## config.mk

```make
export PLATFORM = sky130hd
export DESIGN_NAME = traffic_queue_sensor
export DESIGN_NICKNAME = d
export VERILOG_FILES = /design/src/rtl/traffic_pkg.sv /design/src/rtl/road_queue.sv /design/src/rtl/traffic_queue_sensor.sv
export SDC_FILE = /design/constraint.sdc
export NUM_CORES = 1
export LEC_CHECK = 0
export ABC_AREA = 1
export BUFFER_PORTS_ARGS = -buffer_cell sky130_fd_sc_hd__buf_4
export CAP_MARGIN = 20
export CELL_PAD_IN_SITES_DETAIL_PLACEMENT = 1
export CELL_PAD_IN_SITES_GLOBAL_PLACEMENT = 1
export CORE_ASPECT_RATIO = 1.5
export CORE_UTILIZATION = 45
export CTS_BUF_LIST = sky130_fd_sc_hd__clkbuf_4 sky130_fd_sc_hd__clkbuf_8
export CTS_CLUSTER_DIAMETER = 200
export CTS_CLUSTER_SIZE = 25
export DETAILED_ROUTE_END_ITERATION = 12
export PLACE_DENSITY_LB_ADDON = 0.1
export SYNTH_ARGS = -nofsm -noshare
export SYNTH_HDL_FRONTEND = slang
export SYNTH_SLANG_ARGS = --single-unit
```

## constraint.sdc

```tcl
create_clock -name clk -period 2 [get_ports clk]
set_input_delay 0.2 -clock clk [delete_from_list [all_inputs] [get_ports clk]]
set_output_delay 0.2 -clock clk [all_outputs]
set_load 0.01 [all_outputs]
```

## src/rtl/traffic_pkg.sv

```systemverilog
// Shared types and constants for the traffic queue sensor.
// It holds the light encoding, the protocol error bit indices, the arrival
// LFSR constants and the light-transition legality helper.
package traffic_pkg;

    typedef enum logic [1:0] {
        RED    = 2'b00,
        YELLOW = 2'b01,
        GREEN  = 2'b11
    } light_t;

    // The one two-bit code the controller must never drive
    localparam logic [1:0] LIGHT_INVALID = 2'b10;

    localparam int ERR_CONFLICT   = 0;
    localparam int ERR_ENCODING   = 1;
    localparam int ERR_TRANSITION = 2;

    // Fibonacci taps 16,14,13,11 expressed as a mask over bits [15:0]
    localparam logic [15:0] LFSR_SEED = 16'hACE1;
    localparam logic [15:0] LFSR_TAPS = 16'hB400;

    // Holding a light is always legal; the only legal changes follow the light cycle
    function automatic logic legal_transition(input light_t prev, input logic [1:0] cur);
        return (cur == prev)
            || (prev == RED    && cur == GREEN)
            || (prev == GREEN  && cur == YELLOW)
            || (prev == YELLOW && cur == RED);
    endfunction

endpackage

```

## src/rtl/road_queue.sv

```systemverilog
// One road's vehicle queue.
// It contains the saturating count, the green-time discharge timer, the
// sticky overflow flag and the registered sensor request.
module road_queue
    import traffic_pkg::*;
#(
    parameter int QUEUE_DEPTH        = 15,
    parameter int SENSOR_THRESHOLD   = 1,
    parameter int DISCHARGE_INTERVAL = 4,
    localparam int CW = $clog2(QUEUE_DEPTH + 1)
) (
    input  logic          clk,
    input  logic          reset,
    input  logic          arrival,
    input  logic [1:0]    light,
    output logic [CW-1:0] count,
    output logic          sensor,
    output logic          overflow
);

    localparam int TW = (DISCHARGE_INTERVAL > 1) ? $clog2(DISCHARGE_INTERVAL) : 1;

    logic [CW-1:0] count_q, count_d;
    logic [TW-1:0] timer_q, timer_d;
    logic          overflow_q, overflow_d;
    logic          sensor_q, sensor_d;
    logic          is_green, timer_wrap, discharge;

    // The timer only advances while green, so no partial credit survives a red
    // or yellow phase. Arrival and discharge in the same cycle cancel out.
    always_comb begin
        is_green   = (light == GREEN);
        timer_wrap = is_green && (timer_q == TW'(DISCHARGE_INTERVAL - 1));
        discharge  = timer_wrap && (count_q != '0);

        timer_d = '0;
        if (is_green && !timer_wrap) begin
            timer_d = timer_q + 1'b1;
        end

        count_d    = count_q;
        overflow_d = overflow_q;
        if (arrival && !discharge) begin
            if (count_q == CW'(QUEUE_DEPTH)) begin
                overflow_d = 1'b1;
            end else begin
                count_d = count_q + 1'b1;
            end
        end else if (discharge && !arrival) begin
            count_d = count_q - 1'b1;
        end

        sensor_d = (count_d >= CW'(SENSOR_THRESHOLD)) && (light == RED);
    end

    // State register with synchronous reset
    always_ff @(posedge clk) begin
        if (reset) begin
            count_q    <= '0;
            timer_q    <= '0;
            overflow_q <= 1'b0;
            sensor_q   <= 1'b0;
        end else begin
            count_q    <= count_d;
            timer_q    <= timer_d;
            overflow_q <= overflow_d;
            sensor_q   <= sensor_d;
        end
    end

    assign count    = count_q;
    assign sensor   = sensor_q;
    assign overflow = overflow_q;

endmodule

```

## src/rtl/traffic_queue_sensor.sv

```systemverilog
// Road-side model of the traffic light controller's environment.
// It holds two road queues feeding the sensor requests, plus a protocol monitor
// that watches the light outputs and latches sticky error bits.
// Optional feature macro: ARRIVAL_LFSR_EN adds pseudo-random internal arrivals
// from a 16-bit LFSR, ORed with the external arrival ports.
module traffic_queue_sensor
    import traffic_pkg::*;
#(
    parameter int QUEUE_DEPTH        = 15,
    parameter int SENSOR_THRESHOLD   = 1,
    parameter int DISCHARGE_INTERVAL = 4,
    localparam int CW = $clog2(QUEUE_DEPTH + 1)
) (
    input  logic          clk,
    input  logic          reset,
    input  logic          main_arrival,
    input  logic          side_arrival,
    input  logic [1:0]    main_road_light,
    input  logic [1:0]    side_road_light,
    output logic          main_road_sensor,
    output logic          side_road_sensor,
    output logic [CW-1:0] main_queue_count,
    output logic [CW-1:0] side_queue_count,
    output logic          main_overflow,
    output logic          side_overflow,
    output logic [2:0]    protocol_error
);

    logic main_arr, side_arr;

`ifdef ARRIVAL_LFSR_EN
    logic [15:0] lfsr_q, lfsr_d;

    // Shift left and feed the XOR of the tap bits back into bit 0
    always_comb begin
        lfsr_d = {lfsr_q[14:0], ^(lfsr_q & LFSR_TAPS)};
    end

    // LFSR register, reseeded on reset
    always_ff @(posedge clk) begin
        if (reset) begin
            lfsr_q <= LFSR_SEED;
        end else begin
            lfsr_q <= lfsr_d;
        end
    end

    assign main_arr = main_arrival | (lfsr_q[7:0]  < 8'd64);
    assign side_arr = side_arrival | (lfsr_q[15:8] < 8'd32);
`else
    assign main_arr = main_arrival;
    assign side_arr = side_arrival;
`endif

    road_queue #(
        .QUEUE_DEPTH        (QUEUE_DEPTH),
        .SENSOR_THRESHOLD   (SENSOR_THRESHOLD),
        .DISCHARGE_INTERVAL (DISCHARGE_INTERVAL)
    ) u_main (
        .clk      (clk),
        .reset    (reset),
        .arrival  (main_arr),
        .light    (main_road_light),
        .count    (main_queue_count),
        .sensor   (main_road_sensor),
        .overflow (main_overflow)
    );

    road_queue #(
        .QUEUE_DEPTH        (QUEUE_DEPTH),
        .SENSOR_THRESHOLD   (SENSOR_THRESHOLD),
        .DISCHARGE_INTERVAL (DISCHARGE_INTERVAL)
    ) u_side (
        .clk      (clk),
        .reset    (reset),
        .arrival  (side_arr),
        .light    (side_road_light),
        .count    (side_queue_count),
        .sensor   (side_road_sensor),
        .overflow (side_overflow)
    );

    light_t     prev_main_q, prev_main_d;
    light_t     prev_side_q, prev_side_d;
    logic [2:0] error_q, error_d;
    logic [2:0] error_new;
    logic       main_valid, side_valid;

    // Detect protocol errors. An invalid code is flagged only as an encoding
    // error and is never stored as the previous light.
    always_comb begin
        main_valid = (main_road_light != LIGHT_INVALID);
        side_valid = (side_road_light != LIGHT_INVALID);

        error_new                 = '0;
        error_new[ERR_CONFLICT]   = (main_road_light != RED) && (side_road_light != RED);
        error_new[ERR_ENCODING]   = !main_valid || !side_valid;
        error_new[ERR_TRANSITION] = (main_valid && !legal_transition(prev_main_q, main_road_light))
                                 || (side_valid && !legal_transition(prev_side_q, side_road_light));

        error_d     = error_q | error_new;
        prev_main_d = main_valid ? light_t'(main_road_light) : prev_main_q;
        prev_side_d = side_valid ? light_t'(side_road_light) : prev_side_q;
    end

    // Monitor registers; reset returns the previous lights to RED
    always_ff @(posedge clk) begin
        if (reset) begin
            prev_main_q <= RED;
            prev_side_q <= RED;
            error_q     <= '0;
        end else begin
            prev_main_q <= prev_main_d;
            prev_side_q <= prev_side_d;
            error_q     <= error_d;
        end
    end

    assign protocol_error = error_q;

endmodule

```

==> summary.txt, run 1 <==
Share of layout cells above drive strength 1 - 22.79%
Hold Buf Count CTS - 0
Synth cell types - 29
Worst path required time - 2.17 ns
Avg Cell Area, Syn - 7.209 sq um
Leakage power total - 0.8476 nW
DP Area - 1575 sq um
Setup violators final - 0
Post-layout min period - 1.668 ns
First-pass detailed-route iteration total - 4
Post-Syn Instances - 193
Max-cap violations - 0
Post-Syn Nets - 207
DRC viols - 0
Deepest clock path buffer count - 2
Setup TNS - 0 ns
H-Tree Depth - 1
Met1 Use GR - 24.60%
DP HPWL - 2.764 mm
F_max - 599.4 MHz
Worst Max-Slew Pin Slew - 0.3230 ns
Crit path capture type - flop
Dominant cells by area after synthesis - dfxtp_1, nand2_1, nand3_1
Post-CTS sizing - 0
Largest net degree at the start of global routing - 15
DR vias/cell - 5.232
Area Overhead vs Synth - 16.73%
Initial antenna violation count - 0
EDFF count, synth - 0
Post-synth top cells - nand2_1, dfxtp_1, inv_1
Routability cong. - 0.8255
Met3 Use GR - 2.584%
Post-Syn Area - 1391 sq um
Sequential share of the synthesized area - 33.09%
GR Util All Layers - 23.68%
Row cnt - 24
Count leader, synth - nand2_1
Top-area cell type share of the netlist area - 33.09%
Fin crit share - 83.42%
CTS buffer count - 3
Unrepaired setup endpoints after global routing - false
CP Max Fanout - 6
Area leader, netlist - dfxtp_1
Core Footprint - 2913 sq um
Buffers on Ports - 22
Final Hold Vio Count - 0
GRT Residual Overflow - 0
GR peak layer - met2
Max VDD drop - 0.4093 mV
Die Wd - 47.40 um
Clock root buffer - clkbuf_8
Clock sinks - 23
Fin nets - 230
Clock Pin Slew Worst Setup and Hold Paths - 0.09 ns
Initial Utilization - 47.77%
Routed via count - 1329
Hold Crit Class - input pin to flop
CP arrival - 1.84 ns
IO Count - 23
Routed wire length - 3.385 mm
Antenna cells - 0
DR WL/cell - 13.33 um
PD cells - 601.6 nW/um^2
CP Class - flop to flop
Antenna-violating nets left - 0
Outcome - complete, no violations
Post-route cell area - 1624 sq um
First-pass GRT wire length - 5.775 mm
Clock Skew - 0.001707 ns
Pre-CTS setup slack - 0.3531 ns
Syn. warnings - 0
Number of DRC markers in iteration 0 - 30
Slew HR - 78.44%
Met2 usage - 44.44%
Min setup slack post-route - 0.3316 ns
Synth Flop Type - dfxtp_1
Vias in the first global route - 1374
Crit path launch type - flop
Fillers - 410
Clock Latency Late Sink - 0.27 ns
Post-layout util - 55.76%
Die Y - 70.10 um
Number of synthesized register bits - 23
Ys async rst share - 0%
Post-CTS setup buffers - 0
TritonCTS clock tree - done
Final Max Slew Viols - 0
Total die area - 3323 sq um
[cell usage in the layout, fill, tap and decap left out]
master	instances
buf_4	22
o21a_1	2
inv_1	22
inv_2	5
nand4_1	5
nor2_8	2
nand3_1	18
or2_2	1
clkbuf_8	3
nor2_2	3
nand3_2	1
nand2_4	4
ha_1	6
dfxtp_1	23
o21ai_1	4
nand2_2	3
clkinvlp_4	1
a21oi_2	1
nand2_1	39
clkinv_1	1
xor2_1	4
a31oi_1	1
nor2_1	19
o22ai_1	1
nand3_4	2
a21oi_1	13
o21ai_0	5
nor3_1	3
nor2_4	1
[critical path, cell delays in order, from the launching register on]
cell and delay (ns):
dfxtp_1 0.44, inv_1 0.10, ha_1 0.27, nand3_4 0.14
nand3_2 0.13, nand2_1 0.10, nand2_1 0.06, nand2_1 0.07
nand2_1 0.07, nor2_2 0.13, a21oi_2 0.06
[flip-flops by register name, summed over array words and instances, names as in the netlist]
register         count
u_side.sensor        1
u_side.overflow      1
prev_main_q          2
u_side.count         4
protocol_error       3
u_side.timer_q       2
u_main.sensor        1
u_main.overflow      1
u_main.timer_q       2
prev_side_q          2
u_main.count         4
[metal layers]
metal	wire (um)	part of all wire, %	up-vias
li1	-	-	661
met2	1993	59	16
met3	63	1.9	5
met1	1274	38	647
met4	54	1.6	0
met5	0	0	-
[logic make-up (layout without fill, tap and decap cells)]
group / count (synthesis) / after routing / synth area share [%]
flip-flops: 23 / 23 / 33.09
AO/OA/AOI/OAI: 27 / 27 / 10.52
adder cells (fa/ha/maj): 6 / 6 / 5.396
XOR/XNOR: 4 / 4 / 2.518
buffers and inverters: 32 / 54 / 9.712
AND/OR/NAND/NOR: 101 / 101 / 38.76
[path summary, 6_finish.rpt]
check | startpoint | to | slack (ns) | cells past startpoint
max | u_side.count[0] | u_side.sensor | 0.33 | 10
min | reset | u_side.count[2] | 0.20 | 2
max reg2reg | u_side.count[0] | u_side.sensor | 0.33 | 10
min reg2reg | u_main.timer_q[0] | u_main.timer_q[0] | 0.43 | 1
[stage by stage]
step                      hold WS (ns)  std cells  total power, W
after floorplan                 0.2768        193       0.0006184
after global placement          0.4060        250       0.0006721
after detailed placement        0.4168        250       0.0006809
after CTS                       0.2000        254       0.0009875
after global routing            0.2079        254        0.001025
final                           0.2013        254       0.0009770
[report_power, final]
group	leakage, nW	total (W)	switching, W	internal, W
Combinational	0.637	0.000173	0.000103	0.0000703
Sequential	0.188	0.000496	0.0000177	0.000478
Clock	0.0217	0.000308	0.000167	0.000142
[cell type report]
| cell class | instances | area [sq um] | share of cell area [%] |
|---|---|---|---|
| clock buffer | 3 | 41.29 | 2.542 |
| sequential | 23 | 460.4 | 28.35 |
| multi-input combinational | 138 | 795.8 | 49.00 |
| timing repair buffer | 22 | 165.2 | 10.17 |
| tap | 39 | 48.80 | 3.005 |
| clock inverter | 1 | 7.507 | 0.4622 |
| inverter | 28 | 105.1 | 6.471 |
Power figures use the tool's default switching activity.
==> run 2: changes to the inputs <==
ABC_AREA = 0   (was 1)
CORE_UTILIZATION = 38   (was 45)
clock period = 1.3 ns   (was 2 ns; I/O delays follow)
==> run 2 against run 1 <==
Effect of this change: the flow now finishes with violations (negative setup slack); power rose by 93%; critical path depth decreased by 4; via count rose by 0.60%; combinational power rose to 3.7 times the previous value; critical path type unchanged; critical endpoint is now u_main.sensor; largest power group unchanged; highest routed layer unchanged.
==> summary.txt, run 2 <==
Outcome - finished with violations
Failing checks - negative setup slack
Crit path capture type - flop
Crit path launch type - flop
Setup TNS - -2.933 ns
R2r endpoint - u_main.sensor
Fin crit share - 132.2%
TritonCTS clock tree - done
Count leader, synth - dfxtp_1
Routability cong. - 0.8236
Max VDD drop - 0.7342 mV
F_max - 582.1 MHz
Die Y - 72.14 um
First-pass detailed-route iteration total - 4
R2R setup slack - -0.42 ns
CP Class - flop to flop
First-pass GRT wire length - 7.044 mm
Buffers on Ports - 22
Routed via count - 1337
Largest net degree at the start of global routing - 24
Commonest non-fill, non-tap cell in the layout - buf_4
Setup violators final - 11
Avg Cell Area, Syn - 8.308 sq um
Reg2reg start - u_main.count[0]
Share of layout cells above drive strength 1 - 52.24%
Syn. warnings - 0
FF-to-FF path depth - 6
Sequential share of the synthesized area - 36.95%
Worst hold margin - 0.1158 ns
Top-area cell type share of the netlist area - 36.95%
Seq pwr share - 41.6%
Clock root buffer - clkbuf_8
Ys async rst share - 0%
PD cells - 957.2 nW/um^2
Leakage power total - 0.8244 nW
Initial antenna violation count - 0
Synth cell types - 42
Pre-CTS setup slack - -0.4907 ns
Row cnt - 25
Critical hold path startpoint - main_arrival
Core Footprint - 3128 sq um
CP arrival - 1.86 ns
Antenna cells - 0
DP HPWL - 3.070 mm
Power Internal - 0.001302 W
Max-cap violations - 0
Clock power frac - 24.7%
CTS buffer count - 3
Min setup slack post-route - -0.4180 ns
Clock sinks - 23
Initial Utilization - 39.84%
Post-synth top cells - dfxtp_1, nor2_1, a21oi_1, inv_1, nand2_1
Switching share of power - 31.03%
Hold path depth - 2
Total die area - 3517 sq um
Area Overhead vs Synth - 58.23%
Synth Flop Type - dfxtp_1
Post-Syn Area - 1246 sq um
Post-layout min period - 1.718 ns
Hold Buf Count CTS - 0
DR WL/cell - 18.12 um
Post-Syn Nets - 164
Antenna-violating nets left - 0
DR vias/cell - 5.548
Net Sw Power - 0.0005856 W
Worst Max-Slew Pin Slew - 0.3247 ns
Routed wire length - 4.366 mm
Pwr Total - 0.001887 W
Dominant cells by area after synthesis - dfxtp_1, ha_1, nor2_1
Combinational share of power - 33.6%
DRC viols - 0
Die Wd - 48.76 um
Worst path required time - 1.44 ns
Slew HR - 78.19%
Deepest clock path buffer count - 2
GR Util All Layers - 26.25%
Final Max Slew Viols - 0
Number of DRC markers in iteration 0 - 21
Worst hold path endpoint - u_main.count[1]
Clock Latency Late Sink - 0.27 ns
Area leader, netlist - dfxtp_1
Number of synthesized register bits - 23
Final Hold Vio Count - 0
Vias in the first global route - 1526
EDFF count, synth - 0
IO Count - 23
H-Tree Depth - 1
Unrepaired setup endpoints after global routing - true
Clock Pin Slew Worst Setup and Hold Paths - 0.09 ns
CP Max Fanout - 4
Post-Syn Instances - 150
Clock Skew - 0.001555 ns
Fin nets - 216
Most frequent cells in the layout - buf_4, nor2_1, dfxtp_1, a21oi_1
GRT Residual Overflow - 0
Hold Crit Class - input pin to flop
## run 2: changes by cell type in the layout (fill, tap and decap cells not counted), moves of 5 or more
cell     delta
inv_1      -16
buf_4      +29
nand3_1    -15
ha_1        -6
a21oi_1     -6
nand2_1    -33
buf_6       +5
dfxtp_1     -6
## run 2: area by class of cell
class / count / area (sq um)
Sequential cell: 23 / 475.5
Multi-Input combinational cell: 108 / 915.9
Inverter: 10 / 45.04
Fill cell: 375 / 1156
Tap cell: 40 / 50.05
Clock inverter: 1 / 5.005
Timing Repair Buffer: 56 / 439.2
Clock buffer: 3 / 41.29
## run 2: routing by layer
metal | wire length [um] | vias to the layer above | GRT usage, %
li1 | - | 654 | -
met1 | 1548 | 654 | 24.68
met2 | 2653 | 19 | 55.40
met3 | 55 | 10 | 2.096
met4 | 109 | 0 | 11.76
met5 | 0 | - | 0
## run 2: worst max-delay path, stage by stage (launching register included)
cell	delay, ns
dfxtp_4	0.36
inv_4	0.05
ha_4	0.12
or3b_4	0.39
and2_2	0.24
o311ai_2	0.28
a41oi_1	0.15
## run 2: worst max-delay path by stage
stage               slack (ns)  depth (start not counted)       endpoint             from
finish                   -0.42                          6  u_main.sensor  u_main.count[0]
global route             -0.49                          6  u_main.sensor  u_main.count[1]
CTS                      -0.40                          6  u_main.sensor  u_main.count[0]
detailed placement       -0.49                          6  u_main.sensor  u_main.count[0]
global placement         -0.39                          6  u_main.sensor  u_main.count[0]
floorplan                -0.41                          6  u_main.sensor  u_main.count[1]
## run 2: power by group through the flow
stage / Clock [W] / Combinational, W / Sequential, W
global route: 0.000493 / 0.000680 / 0.000790
detailed placement: 0 / 0.000537 / 0.000798
global placement: 0 / 0.000503 / 0.000794
floorplan: 0 / 0.000261 / 0.000828
finish: 0.000467 / 0.000635 / 0.000786
CTS: 0.000468 / 0.000602 / 0.000785
## run 2: per-stage QoR
| stage | instances | area (sq um) | utilization, % |
|---|---|---|---|
| 2_1_floorplan | 150 | 1329 | - |
| 3_3_place_gp | 234 | 1735 | 55.48 |
| 3_5_place_dp | 234 | 1735 | 55.48 |
| 4_1_cts | 241 | 1928 | 61.64 |
| 5_1_grt | 241 | 1972 | 63.04 |
| 6_report | 241 | 1972 | 63.04 |
## run 2: cells by family after synthesis
family / synth area share (%)
compound gates: 20.99
buf+inv: 6.326
simple gates: 24.30
fa+ha+maj: 6.024
mux: 4.016
xor+xnor: 1.406
flops: 36.95
## run 2: timing repair
action / CTS / global route
resized for setup: 26 / 10
endpoints found under the hold margin: 0 / 0
setup endpoints to repair: 12 / 12
pin swaps: 14 / 11
buffers inserted: 4 / 0
==> run 3: changes to the inputs <==
CORE_UTILIZATION = 39   (was 38)
SYNTH_HIERARCHICAL = 1   (was unset)
==> run 3 against run 2 <==
Effect of this change: the run still ends with negative setup slack left; core utilization grew 1.5 points; register-to-register slack got worse by 0.03 ns; setup slack lost 0.032 ns; worst hold slack better by 0.048 ns; sequential power is essentially flat; critical path type unchanged.
==> summary.txt, run 3 <==
Count leader, synth - dfxtp_1
Avg Cell Area, Syn - 8.640 sq um
EDFF count, synth - 0
Routed wire length - 5.429 mm
GRT Residual Overflow - 0
Share of layout cells above drive strength 1 - 53.57%
Post-Place Cells - 254
Worst hold margin - 0.1634 ns
R2R setup slack - -0.45 ns
Antenna cells - 0
Largest net degree at the start of global routing - 24
Leakage power total - 0.9080 nW
Area leader, netlist - dfxtp_1
Met3 Use GR - 2.249%
Final Max Slew Viols - 0
IO Count - 23
Post-synth top cells - dfxtp_1, nor2_1, a21oi_1
Unrepaired setup endpoints after global routing - true
DR WL/cell - 20.41 um
Slowest CP cell - dfxtp_4
Synth Flop Type - dfxtp_1
Vias in the first global route - 1601
Cell breakdown of the critical path - inv_4 > ha_4 > nor3b_4 > buf_6 > nor2_4 > mux2i_1 > nor2_1 > a211oi_1
Max-cap violations - 0
GR Util All Layers - 25.43%
Core Footprint - 3383 sq um
Final Hold Vio Count - 0
Post-Syn Instances - 158
First-pass detailed-route iteration total - 4
Clock root buffer - clkbuf_8
CP Class - flop to flop
Top-area cell type share of the netlist area - 33.73%
Crit path launch type - flop
Slew HR - 77.13%
Total die area - 3746 sq um
Setup violators final - 10
Number of DRC markers in iteration 0 - 34
Initial antenna violation count - 0
Failing checks - negative setup slack
DP HPWL - 3.236 mm
Worst path required time - 1.47 ns
CP Max Fanout - 4
Number of synthesized register bits - 23
Routed via count - 1550
Sequential share of the synthesized area - 33.73%
Met2 usage - 50.96%
Fin nets - 239
Fillers - 397
Deepest clock path buffer count - 2
Min setup slack post-route - -0.4504 ns
Synth cell types - 37
Fin crit share - 134.6%
GR peak layer - met2
CTS buffer count - 3
Ys async rst share - 0%
Worst path max stage delay - 0.38 ns
PD cells - 844.6 nW/um^2
CP arrival - 1.92 ns
Routability cong. - 0.8392
Syn. warnings - 6
Die Y - 74.46 um
Clock Latency Late Sink - 0.27 ns
Clock Pin Slew Worst Setup and Hold Paths - 0.09 ns
First-pass GRT wire length - 7.148 mm
H-Tree Depth - 1
TritonCTS clock tree - done
Hold Crit Class - input pin to flop
Initial Utilization - 40.35%
Commonest non-fill, non-tap cell in the layout - buf_4
Met1 Use GR - 25.15%
Outcome - finished with violations
Clock sinks - 23
DRC viols - 0
Antenna-violating nets left - 0
Hold Buf Count CTS - 0
DR vias/cell - 5.827
Row cnt - 26
Most frequent cells in the layout - buf_4, nor2_1, dfxtp_1, a21oi_1, mux2i_1
Crit path capture type - flop
Clock Skew - 0.005437 ns
Dominant cells by area after synthesis - dfxtp_1, mux2i_1, nor2_1
Post-layout min period - 1.750 ns
F_max - 571.3 MHz
Max VDD drop - 0.5507 mV
Post-Syn Area - 1365 sq um
Area Overhead vs Synth - 59.94%
Post-layout util - 64.53%
Post-Syn Nets - 172
Buffers on Ports - 22
Die Wd - 50.31 um
Final cell count without fillers - 266
Worst Max-Slew Pin Slew - 0.3403 ns
[run 3: what timing repair did]
| item | 4_1_cts | 5_1_grt |
|---|---|---|
| endpoints found under the hold margin | 0 | 0 |
| endpoints found under the setup margin | 12 | 12 |
| pin swaps | 14 | 17 |
| buffers inserted | 7 | 2 |
| gates resized for setup | 31 | 18 |
[run 3: kinds of logic after synthesis]
logic type	share of synthesized area (%)
AO/OA/AOI/OAI	19.98
XOR/XNOR	1.283
adder cells (fa/ha/maj)	5.499
buffers and inverters	5.133
flip-flops	33.73
multiplexers	6.600
AND/OR/NAND/NOR	27.77
[run 3: metrics by stage]
stage	setup TNS, ns	total power (W)	worst slack (ns)	instance area, sq um
after floorplan	-1.324	0.001033	-0.3410	1410
after global placement	-2.191	0.001238	-0.3036	1873
after detailed placement	-3.033	0.001268	-0.3952	1873
after CTS	-2.195	0.001781	-0.3477	2083
after global routing	-3.403	0.001928	-0.4904	2183
final	-2.846	0.001844	-0.4504	2183
[run 3: report_power, final]
part           switching, W  internal [W]
sequential        0.0000409      0.000743
clock              0.000244      0.000214
combinational      0.000291      0.000311
total              0.000576       0.00127
[run 3: area by class of cell]
class / instances / area [sq um] / area share [%]
Sequential cell: 23 / 480.5 / 22.01
Inverter: 8 / 40.04 / 1.834
Clock buffer: 3 / 41.29 / 1.891
Clock inverter: 1 / 5.005 / 0.2292
Tap cell: 42 / 52.55 / 2.407
Timing Repair Buffer: 68 / 533.0 / 24.41
Multi-Input combinational cell: 121 / 1031 / 47.22
[run 3: worst max-delay path: cells and delay by family, from the launching register on]
| kind | cells | cell delay [ns] |
|---|---|---|
| flops | 1 | 0.38 |
| compound gates | 1 | 0.21 |
| fa+ha+maj | 1 | 0.16 |
| simple gates | 3 | 0.41 |
| buf+inv | 2 | 0.19 |
| mux | 1 | 0.31 |
[run 3: worst paths after layout]
path / cells past startpoint / start / endpoint
worst max-delay path: 8 / u_side/count[0] / u_side/count[1]
worst min-delay path: 3 / main_road_light[0] / u_main/timer_q[0]
worst max register to register: 8 / u_side/count[0] / u_side/count[1]
worst min register to register: 1 / u_main/timer_q[0] / u_main/timer_q[0]
[run 3: metal layers]
metal  vias up  share of wire (%)
met5         -                  0
met4         0                4.9
met3        21                2.8
met2        51                 56
met1       765                 36
li1        713                  -
